$ cat src/rtl/pc_fetch_ctrl.sv
// -----------------------------------------------------------------------------
// pc_fetch_ctrl
//
// Program-counter and fetch sequencer. Holds the PC, advances it by one each
// run cycle, and applies taken branches using the target from the lookup
// stage. The target is either an absolute address or a signed two's-complement
// offset added to the current PC. All PC arithmetic wraps modulo 2**D. Also
// sequences program start/halt and counts cycles spent running.
//
// Parameters
//   D           PC / target width in bits
//   START_ADDR  PC loaded on reset and on every Start
//   CW          cycle-counter width
//
// Ports
//   Clk          in   1   clock, rising edge
//   Reset_n      in   1   asynchronous active-low reset
//   Start        in   1   pulse: begin program at START_ADDR (IDLE/HALTED only)
//   Stall        in   1   freeze PC this cycle
//   Branch       in   1   branch taken this cycle
//   Abs_jump     in   1   1 = Target is absolute, 0 = Target is a PC offset
//   Target       in   D   absolute address or signed offset
//   Halt_req     in   1   current instruction is the halt instruction
//   Prog_ctr     out  D   current PC (registered)
//   Fetch_valid  out  1   Prog_ctr is a live fetch this cycle
//   Done         out  1   program halted (registered)
//   Cycle_ct     out  CW  cycles spent in RUN, saturating
// -----------------------------------------------------------------------------
module pc_fetch_ctrl #(
  parameter int unsigned D          = 12,
  parameter int unsigned START_ADDR = 0,
  parameter int unsigned CW         = 16
) (
  input  logic          Clk,
  input  logic          Reset_n,
  input  logic          Start,
  input  logic          Stall,
  input  logic          Branch,
  input  logic          Abs_jump,
  input  logic [D-1:0]  Target,
  input  logic          Halt_req,
  output logic [D-1:0]  Prog_ctr,
  output logic          Fetch_valid,
  output logic          Done,
  output logic [CW-1:0] Cycle_ct
);

  localparam logic [D-1:0] START_PC = D'(START_ADDR);

  typedef enum logic [1:0] {
    ST_IDLE   = 2'b00,
    ST_RUN    = 2'b01,
    ST_HALTED = 2'b10
  } state_t;

  // PC-relative target: unsigned PC plus signed offset, wrapping mod 2**D.
  // Two's-complement addition at width D gives the wrap for free.
  function automatic logic [D-1:0] pc_rel(input logic [D-1:0] pc,
                                          input logic signed [D-1:0] ofs);
    return pc + $unsigned(ofs);
  endfunction

  // Sequential fall-through; 2**D-1 rolls over to 0.
  function automatic logic [D-1:0] pc_inc(input logic [D-1:0] pc);
    return pc + D'(1);
  endfunction

  // Run-cycle counter increment that sticks at all-ones.
  function automatic logic [CW-1:0] cyc_sat_inc(input logic [CW-1:0] c);
    return (&c) ? c : c + CW'(1);
  endfunction

  state_t         state_p0, state_nxt;
  logic [D-1:0]   pc_p0,    pc_nxt;
  logic           done_p0,  done_nxt;
  logic [CW-1:0]  cyc_p0,   cyc_nxt;

  logic signed [D-1:0] offset;
  assign offset = $signed(Target);

  // ---------------------------------------------------------------------------
  // Next-state / next-PC logic. Everything holds unless a branch below
  // overrides it; Stall wins over Halt_req, which wins over Branch.
  // ---------------------------------------------------------------------------
  always_comb begin
    state_nxt = state_p0;
    pc_nxt    = pc_p0;
    done_nxt  = done_p0;
    cyc_nxt   = cyc_p0;

    unique case (state_p0)
      ST_IDLE: begin
        if (Start) begin
          state_nxt = ST_RUN;
          pc_nxt    = START_PC;
          cyc_nxt   = '0;
          done_nxt  = 1'b0;
        end
      end

      ST_RUN: begin
        // Stalled cycles are still run cycles, so the counter always moves.
        cyc_nxt = cyc_sat_inc(cyc_p0);
        if (!Stall) begin
          if (Halt_req) begin
            state_nxt = ST_HALTED;
            done_nxt  = 1'b1;
          end else if (Branch) begin
            pc_nxt = Abs_jump ? Target : pc_rel(pc_p0, offset);
          end else begin
            pc_nxt = pc_inc(pc_p0);
          end
        end
      end

      ST_HALTED: begin
        if (Start) begin
          state_nxt = ST_RUN;
          pc_nxt    = START_PC;
          cyc_nxt   = '0;
          done_nxt  = 1'b0;
        end
      end

      default: begin
        // Unreachable encoding: fall back to a clean idle state.
        state_nxt = ST_IDLE;
        pc_nxt    = START_PC;
        cyc_nxt   = '0;
        done_nxt  = 1'b0;
      end
    endcase
  end

  // ---------------------------------------------------------------------------
  // State register (async reset takes effect immediately, mid-cycle)
  // ---------------------------------------------------------------------------
  always_ff @(posedge Clk or negedge Reset_n) begin
    if (!Reset_n) begin
      state_p0 <= ST_IDLE;
      pc_p0    <= START_PC;
      done_p0  <= 1'b0;
      cyc_p0   <= '0;
    end else begin
      state_p0 <= state_nxt;
      pc_p0    <= pc_nxt;
      done_p0  <= done_nxt;
      cyc_p0   <= cyc_nxt;
    end
  end

  assign Prog_ctr    = pc_p0;
  assign Done        = done_p0;
  assign Cycle_ct    = cyc_p0;
  assign Fetch_valid = (state_p0 == ST_RUN) && !Stall;

endmodule

$ cat config.mk
export PLATFORM = sky130hd
export DESIGN_NAME = pc_fetch_ctrl
export DESIGN_NICKNAME = d
export VERILOG_FILES = /design/src/rtl/pc_fetch_ctrl.sv
export SDC_FILE = /design/constraint.sdc
export NUM_CORES = 1
export LEC_CHECK = 0
export BUFFER_PORTS_ARGS = -buffer_cell sky130_fd_sc_hd__buf_2
export CAP_MARGIN = 20
export CORE_MARGIN = 2
export CORE_UTILIZATION = 35
export CTS_CLUSTER_DIAMETER = 30
export DETAILED_ROUTE_END_ITERATION = 12
export PLACE_DENSITY = 0.63
export SLEW_MARGIN = 10
export SYNTH_ARGS = -nofsm -noshare
export SYNTH_HDL_FRONTEND = slang
export SYNTH_SLANG_ARGS = --single-unit
$ cat constraint.sdc
create_clock -name Clk -period 3.3 [get_ports Clk]
set_clock_uncertainty 0.2 [all_clocks]
set_input_delay 0.165 -clock Clk [delete_from_list [all_inputs] [get_ports Clk]]
set_output_delay 0.165 -clock Clk [all_outputs]
set_load 0.005 [all_outputs]
**Word level (Yosys, flattened, before mapping)**

Cells that the tools add are included.

- Register bits after elaboration: 31
- Output and inout bits: 30
- Bits of input ports: 19
- Word-level logic and storage cells: 39

- Multiplexer cells: 17
- Eq/ne operators: 7
- Reductions and logical operators: 8
- Add/subtract/negate cells: 3

Operators with widths:

| operator | number |
|---|---|
| two-way mux 12 bit | 5 |
| two-way mux 16 bit | 2 |
| one-hot mux 16 bit (2 select lines) | 1 |
| one-hot mux 12 bit (2 select lines) | 1 |
| adder 16 x 1 -> 16 bit (second input constant) | 1 |
| AND reduction 16 bit | 1 |
| adder 12 x 1 -> 12 bit (second input constant) | 1 |
| adder 12 bit | 1 |
| != test 2 bit (second input constant) | 4 |
| two-way mux 2 bit | 3 |
| AND reduction 3 bit | 2 |
| one-hot mux 2 bit (2 select lines) | 1 |
| two-way mux 1 bit | 3 |
| == test 2 x 1 -> 1 bit (second input constant) | 1 |
| == test 2 bit (second input constant) | 1 |
| logical NOT 2 bit | 1 |
| != test 2 x 1 -> 1 bit (second input constant) | 1 |
| one-hot mux 1 bit (2 select lines) | 1 |
| AND reduction 2 bit | 1 |
| OR reduction 2 bit | 1 |
| logical AND 1 bit | 1 |
| logical NOT 1 bit | 1 |

**Longest topological paths before layout**

Gate-level depths: netlist of the first run.

- Depth after elaboration: 6
- Mapped depth: 8
- Gate-level depth less buffers: 8

**Worst setup path before layout of the first run**

OpenSTA, ideal clock, no wires.

- Path type: register to register
- Start point: reg pc_p0[0] (netlist: Prog_ctr[0])
- End point: reg pc_p0[8] (netlist: Prog_ctr[8])
- Cell stages (with the launch flop): 9
- Library setup time: 0.120 ns
- Period minus slack after synthesis: 2.331 ns
- Required time: 2.980 ns
- Path buffers: 0
- Slack: 0.969 ns
- Data arrival time: 2.010 ns
- Cell sequence: dfrtp_1 ha_1 fa_1 a21oi_1 o211ai_1 a31oi_1 xor2_1 o21ai_0 a31o_2

- Longest elaborated chain between the ends: 6
- Elaborated cells between the ends (all ways): 7
- Classes of those cells: add/sub: 2; mux: 5

RTL lines:

| item | line | source |
|---|---|---|
| from (decl) | 74 | `logic [D-1:0] pc_p0, pc_nxt;` |
| from (signal assigned) | 146 | `pc_p0 <= pc_nxt;` |
| adder 12 bit | 60 | `return pc + $unsigned(ofs);` |
| two-way mux 12 bit | 109 | `pc_nxt = Abs_jump ? Target : pc_rel(pc_p0, offset);` |
| two-way mux 12 bit * | 108 | `end else if (Branch) begin` |
| two-way mux 12 bit * | 105 | `if (Halt_req) begin` |
| two-way mux 12 bit * | 104 | `if (!Stall) begin` |
| one-hot mux 12 bit (2 select lines) * | 91 | `unique case (state_p0)` |

Every way passes the cells marked *; elsewhere a longest branch is shown, timed or not. The select of a mux whose other input is x is not followed.
A chain may end at the register's enable or synchronous reset.

**Worst setup path in the final report of the first run**

Ends and elaborated chain as after synthesis.

==> results of run 1 <==
worst max-delay path by stage:
stage           startpoint           to  slack, ps  cells after the start
2_1_floorplan  Prog_ctr[0]  Prog_ctr[8]        970                      8
3_3_place_gp   Prog_ctr[0]  Prog_ctr[8]        850                      8
3_5_place_dp   Prog_ctr[0]  Prog_ctr[8]        760                      8
4_1_cts        Prog_ctr[0]  Prog_ctr[8]        750                      8
5_1_grt        Prog_ctr[0]  Prog_ctr[4]        600                      8
6_report       Prog_ctr[0]  Prog_ctr[8]        740                      8
metal layers:
| layer | share of wire [%] | wire, um | vias up |
|---|---|---|---|
| met3 | 3.7 | 222 | 6 |
| met1 | 49 | 2900 | 1045 |
| met4 | 0.87 | 52 | 0 |
| met2 | 47 | 2770 | 41 |
| li1 | - | - | 1134 |
| met5 | 0 | 0 | - |
final cells by class:
type | instances | area [um2]
Multi-Input combinational cell | 239 | 1550
Clock inverter | 2 | 60.1
Clock buffer | 6 | 82.6
Inverter | 6 | 22.5
Sequential cell | 30 | 751
Fill cell | 639 | 3580
Timing Repair Buffer | 52 | 275
Tap cell | 77 | 96.3
cells by family after synthesis:
kind of cell	after synthesis	synth area share, %
AO/OA/AOI/OAI	77	21.5
XOR/XNOR	17	6.31
adder cells (fa/ha/maj)	14	7.75
buffers and inverters	14	2.39
flip-flops	30	31.8
multiplexers	4	1.86
AND/OR/NAND/NOR	127	28.4
where the power goes:
group / total, mW / switching, mW / internal [mW] / leakage, nW
registers: 0.518 / 0.0940 / 0.424 / 0.411
logic: 0.563 / 0.321 / 0.243 / 0.885
clock network: 0.471 / 0.149 / 0.322 / 0.0714
synth_stat cells, types with 6 or more instances:
library cell | count | area share, %
sky130_fd_sc_hd__xnor2_1 | 12 | 4.5
sky130_fd_sc_hd__nand3_1 | 10 | 2.1
sky130_fd_sc_hd__a21oi_1 | 14 | 3.0
sky130_fd_sc_hd__nand2_1 | 37 | 5.9
sky130_fd_sc_hd__clkbuf_1 | 7 | 1.1
sky130_fd_sc_hd__inv_1 | 6 | 0.95
sky130_fd_sc_hd__nand2b_1 | 6 | 1.6
sky130_fd_sc_hd__dfrtp_1 | 30 | 32
sky130_fd_sc_hd__nor2_1 | 31 | 4.9
sky130_fd_sc_hd__o21ai_0 | 23 | 4.9
sky130_fd_sc_hd__nor3_1 | 10 | 2.1
sky130_fd_sc_hd__ha_1 | 13 | 6.9
sky130_fd_sc_hd__o211ai_1 | 6 | 1.9
per-stage QoR:
step | hold slack [ps] | utilization (%) | power, mW | setup slack, ps | instances
3_5_place_dp | 66.6 | 41.7 | 1.09 | 761 | 402
4_1_cts | 20.2 | 44.2 | 1.57 | 748 | 412
3_3_place_gp | 62.8 | 41.7 | 1.08 | 855 | 402
5_1_grt | 51.5 | 44.2 | 1.68 | 603 | 412
2_1_floorplan | -331 | - | 0.896 | 969 | 283
6_report | 22.7 | 44.2 | 1.55 | 736 | 412
worst register-to-register path: stages (launching register included):
cell	delay (ps)
sky130_fd_sc_hd__dfrtp_1	440
sky130_fd_sc_hd__ha_1	240
sky130_fd_sc_hd__fa_1	410
sky130_fd_sc_hd__a21oi_1	230
sky130_fd_sc_hd__o211ai_1	190
sky130_fd_sc_hd__a31oi_1	250
sky130_fd_sc_hd__xor2_1	160
sky130_fd_sc_hd__o21ai_0	90
sky130_fd_sc_hd__a31o_2	260
state kept, by name (all words and copies together) (netlist names):
name and flops:
Cycle_ct 16, Prog_ctr 12, state_p0 2
==> flow_metrics.env, run 1 <==
export IMPL_run_status="finished clean"
export IMPL_synth_ff_latch_count=30
export IMPL_post_drt_wl_per_cell_um=14.4
export IMPL_routed_via_density=5.40
export IMPL_power_static_leakage_nw=1.37
export IMPL_syn_cell_area_mm2=0.00236
export IMPL_reg2reg_setup_slack_ps=740
export IMPL_final_design_area_no_fill_mm2=0.00284
export IMPL_post_route_cells_drive_above_1_share_pct=22.1
export IMPL_timing_final_crit_period_ps=2560
export IMPL_slowest_stage="sky130_fd_sc_hd__dfrtp_1"
export IMPL_critPathRequiredTime_ps=3270
export IMPL_synthToLayoutAreaGrowth_pct=20.4
export IMPL_numCtsBuffers=5
export IMPL_yosysWarningCount=0
export IMPL_worst_setup_path_end_kind="flop"
export IMPL_timing_critical_path_cells="ha_1 > fa_1 > a21oi_1 > o211ai_1 > a31oi_1 > xor2_1 > o21ai_0 > a31o_2"
export IMPL_drc=0
export IMPL_remaining_max_slew_budget_at_the_tightest_pin_pct=51.3
export IMPL_worstReg2RegStart="Prog_ctr[0]"
export IMPL_drv_max_cap_violation_count=0
export IMPL_post_cts_repair_timing_setup_buffer_count=0
export IMPL_cp_slowest_stage_delay_ps=440
export IMPL_die_h_um=86.1
export IMPL_grt_max_degree=31
export IMPL_final_cell_mix="48 x sky130_fd_sc_hd__buf_2, 37 x sky130_fd_sc_hd__nand2_1, 31 x sky130_fd_sc_hd__nor2_1"
export IMPL_worst_case_vdd_ir_drop_mv=0.280
export IMPL_finalWeightedCongestion=0.837
export IMPL_startpoint_type_of_the_worst_setup_path="flop"
export IMPL_groute_layer_met2_usage_pct=27.3
export IMPL_worst_pin_slew_ps=731
export IMPL_grt_met3_usage_pct=2.50
export IMPL_master_cell_of_the_clock_root_buffer="sky130_fd_sc_hd__clkbuf_8"
export IMPL_cp_max_fo=6
export IMPL_ff2ff_path_depth=8
export IMPL_synth_cell_type_count=59
export IMPL_globalRoute_totalOverflow=0
export IMPL_place_port_buffers=48
export IMPL_grt_first_pass_wirelength_mm=10.0
export IMPL_synth_enable_flop_cells=0
export IMPL_drt_wl_total_mm=5.95
export IMPL_maxSlewViolCount=0
export IMPL_insertion_delay_ps=280
export IMPL_critPathTopFamily="compound AO/OA/AOI/OAI gates"
export IMPL_initial_util_pct=36.7
export IMPL_cts_clk_slew_worst_paths_ps=70
export IMPL_antenna_violating_nets_post_route=0
export IMPL_cts_hold_buffers_added=2
export IMPL_powerDensity_mw_per_mm2=547
export IMPL_top_usage_layer="met2"
export IMPL_h_tree_depth=2
export IMPL_worst_hold_path_type="in2reg"
export IMPL_syn_nets=316
export IMPL_nNetsFinal=367
export IMPL_setup_viol_count_final=0
export IMPL_finalHoldViolCount=0
export IMPL_layout_cells_most_common="sky130_fd_sc_hd__buf_2"
export IMPL_number_of_resized_instances_in_the_post_cts_repair_step=0
export IMPL_design_die_area_mm2=0.00741
export IMPL_worst_ep_arrival_time_ps=2540
export IMPL_crit_reg2reg_capture="Prog_ctr[8]"
export IMPL_postPlaceCellArea_mm2=0.00268
export IMPL_fp_row_count=29
export IMPL_maxClockFrequency_mhz=390
export IMPL_worst_path_buf_inv=0
export IMPL_worst_hold_path_endpoint="state_p0[1]"
export IMPL_whs_path_depth=4
export IMPL_gr_usage_met1_pct=23.5
export IMPL_clockBufferDepth=2
export IMPL_hold_path_startpoint="Stall"
export IMPL_post_route_period_util_pct=77.7
export IMPL_cts_sinks=30
export IMPL_synthesis_area_per_instance_um2=8.33
export IMPL_yosysSeqAreaShare_pct=31.8
export IMPL_grt_antenna_before_repair=0
export IMPL_detailed_router_iteration_count_before_antenna_repair=4
export IMPL_place_detailed_hpwl_mm=4.40
export IMPL_drtIter0Drc=114
export IMPL_num_vias=2226
export IMPL_diodes=0
export IMPL_ys_async_sr_fraction_pct=100
export IMPL_i_o_pin_count=49
export IMPL_die_width_um=86.1
export IMPL_cts_tree="built"
export IMPL_yosys_most_used_dff="sky130_fd_sc_hd__dfrtp_1"
export IMPL_critical_path_class="reg2reg"
export IMPL_syn_inst=283
export IMPL_grt_util_all_layers_pct=16.9
export IMPL_setup_total_negative_slack_ps=0
export IMPL_grt_setup_unrepaired="no"
export IMPL_core_region_area_mm2=0.00642
export IMPL_number_of_global_route_vias_before_repair=2139
No activity file was read; power rests on OpenSTA's default activity.
==> inputs of run 2 (changes only) <==
- PLACE_DENSITY: 0.63 -> 0.65
- clock period: 3.3 -> 2.26 ns (I/O delays scaled with it)
==> flow_metrics.env, run 2 (synthesized netlist as in run 1, its figures left out) <==
export IMPL_diodes=0
export IMPL_reg2reg_setup_slack_ps=-30
export IMPL_failed_checks="negative setup slack"
export IMPL_initial_util_pct=36.7
export IMPL_whs_path_depth=4
export IMPL_critPathRequiredTime_ps=2240
export IMPL_postPlaceCellArea_mm2=0.00285
export IMPL_power_static_leakage_nw=1.49
export IMPL_h_tree_depth=2
export IMPL_fp_row_count=29
export IMPL_design_power_total_mw=2.27
export IMPL_startpoint_type_of_the_worst_setup_path="flop"
export IMPL_layout_cells_most_common="sky130_fd_sc_hd__buf_2"
export IMPL_worst_pin_slew_ps=740
export IMPL_master_cell_of_the_clock_root_buffer="sky130_fd_sc_hd__clkbuf_8"
export IMPL_remaining_max_slew_budget_at_the_tightest_pin_pct=50.6
export IMPL_antenna_violating_nets_post_route=0
export IMPL_worst_ep_arrival_time_ps=2270
export IMPL_routed_via_density=5.49
export IMPL_finalHoldViolCount=0
export IMPL_final_cell_mix="48 x sky130_fd_sc_hd__buf_2, 37 x sky130_fd_sc_hd__nand2_1, 31 x sky130_fd_sc_hd__nor2_1"
export IMPL_core_region_area_mm2=0.00642
export IMPL_place_port_buffers=48
export IMPL_powerDensity_mw_per_mm2=744
export IMPL_grt_setup_unrepaired="yes"
export IMPL_cts_clk_slew_worst_paths_ps=70
export IMPL_nNetsFinal=395
export IMPL_post_route_util_pct=47.5
export IMPL_post_route_period_util_pct=101
export IMPL_largest_reg_flops=16
export IMPL_critical_path_class="reg2reg"
export IMPL_hold_path_startpoint="Target[10]"
export IMPL_insertion_delay_ps=290
export IMPL_worst_hold_path_endpoint="Prog_ctr[10]"
export IMPL_cts_sinks=30
export IMPL_cp_max_fo=3
export IMPL_run_status="finished, violations left"
export IMPL_globalRoute_totalOverflow=0
export IMPL_worst_case_vdd_ir_drop_mv=0.326
export IMPL_place_detailed_hpwl_mm=4.94
export IMPL_final_design_area_no_fill_mm2=0.00305
export IMPL_cts_tree="built"
export IMPL_clockBufferDepth=2
export IMPL_drc=0
export IMPL_synthToLayoutAreaGrowth_pct=29.4
export IMPL_slowest_stage="sky130_fd_sc_hd__dfrtp_1"
export IMPL_fillers=648
export IMPL_die_h_um=86.1
export IMPL_drt_wl_total_mm=6.73
export IMPL_timing_final_crit_period_ps=2290
export IMPL_grt_first_pass_wirelength_mm=10.9
export IMPL_i_o_pin_count=49
export IMPL_drv_max_cap_violation_count=0
export IMPL_drtIter0Drc=121
export IMPL_grt_antenna_before_repair=0
export IMPL_maxClockFrequency_mhz=437
export IMPL_setup_viol_count_final=1
export IMPL_num_vias=2415
export IMPL_grt_max_degree=31
export IMPL_die_width_um=86.1
export IMPL_cp_slowest_stage_delay_ps=410
export IMPL_detailed_router_iteration_count_before_antenna_repair=4
export IMPL_grt_util_all_layers_pct=18.6
export IMPL_numCtsBuffers=5
export IMPL_finalWeightedCongestion=0.882
export IMPL_final_critical_path_setup_slack_ps=-26.4
export IMPL_post_route_cells_drive_above_1_share_pct=28.9
export IMPL_worst_setup_path_end_kind="flop"
export IMPL_post_drt_wl_per_cell_um=15.3
export IMPL_timing_critical_path_cells="ha_4 > fa_2 > a21oi_2 > o211ai_1 > a31oi_1 > xor2_1 > o21ai_1 > a31o_2"
export IMPL_crit_reg2reg_capture="Prog_ctr[8]"
export IMPL_worst_hold_path_type="in2reg"
export IMPL_ff2ff_path_depth=8
export IMPL_number_of_global_route_vias_before_repair=2276
export IMPL_maxSlewViolCount=0
export IMPL_design_die_area_mm2=0.00741
export IMPL_preCtsSetupSlack_ps=-36.5
export IMPL_worstReg2RegStart="Prog_ctr[0]"
-- run 2: changes by cell type in the layout (fill, tap and decap cells not counted), moves of 2 or more --
cell | previous run | this run
sky130_fd_sc_hd__buf_4 | 2 | 27
sky130_fd_sc_hd__dlygate4sd3_1 | 2 | 5
sky130_fd_sc_hd__bufinv_16 | 2 | 0
sky130_fd_sc_hd__o21ai_0 | 23 | 21
sky130_fd_sc_hd__o21ai_1 | 4 | 6
-- run 2: per-layer routing --
| layer | track usage [%] | vias to the layer above | share of wire [%] |
|---|---|---|---|
| met1 | 23.8 | 1168 | 46 |
| li1 | - | 1191 | - |
| met2 | 32.0 | 49 | 49 |
| met4 | 5.05 | 0 | 1.2 |
| met3 | 3.56 | 7 | 4.5 |
| met5 | 0 | - | 0 |
-- run 2: final cells by class --
class                      count  area (um2)  share of cell area, %
clock buffer                   6        82.6                   2.70
clock inverter                 2        12.5                  0.410
inverter                       6        22.5                  0.738
multi-input combinational    239        1600                   52.3
sequential                    30         751                   24.6
tap                           77        96.3                   3.16
timing repair buffer          80         493                   16.1
-- run 2: timing repair --
action	in CTS	in global routing
pin swaps	4	3
hold buffers	5	0
setup endpoints to repair	4	9
endpoints found under the hold margin	33	0
buffers inserted	0	3
resized for setup	1	8
gates cloned	0	0
-- run 2: critical path: cells and delay by family (launching register included) --
kind | cells | cell delay, ps
xor gates and xnor gates | 1 | 170
AOI/OAI and AO/OA | 5 | 890
DFF | 1 | 410
adders and majority gates | 2 | 520
-- run 2: report_power, final --
part | switching, mW | internal, mW | leakage (nW)
Combinational | 0.591 | 0.502 | 1.03
Clock | 0.230 | 0.245 | 0.0472
Sequential | 0.0833 | 0.620 | 0.411
-- run 2: worst max path at each step --
stage	startpoint	endpoint	slack, ps	depth (start not counted)
2_1_floorplan	Prog_ctr[0]	Prog_ctr[8]	9	8
3_5_place_dp	Prog_ctr[0]	Prog_ctr[8]	-40	8
6_report	Prog_ctr[0]	Prog_ctr[8]	-30	8
5_1_grt	Prog_ctr[0]	Prog_ctr[8]	-90	8
4_1_cts	Prog_ctr[1]	Prog_ctr[11]	-20	7
3_3_place_gp	Prog_ctr[0]	Prog_ctr[8]	10	8
-- run 2: stage by stage --
stage,TNS [ps],hold WS (ps),instances
final,-26.4,49.7,440
after floorplan,0,-383,283
after global routing,-213,76.0,440
after CTS,-16.1,34.6,437
after global placement,0,26.6,424
after detailed placement,-51.9,32.3,424
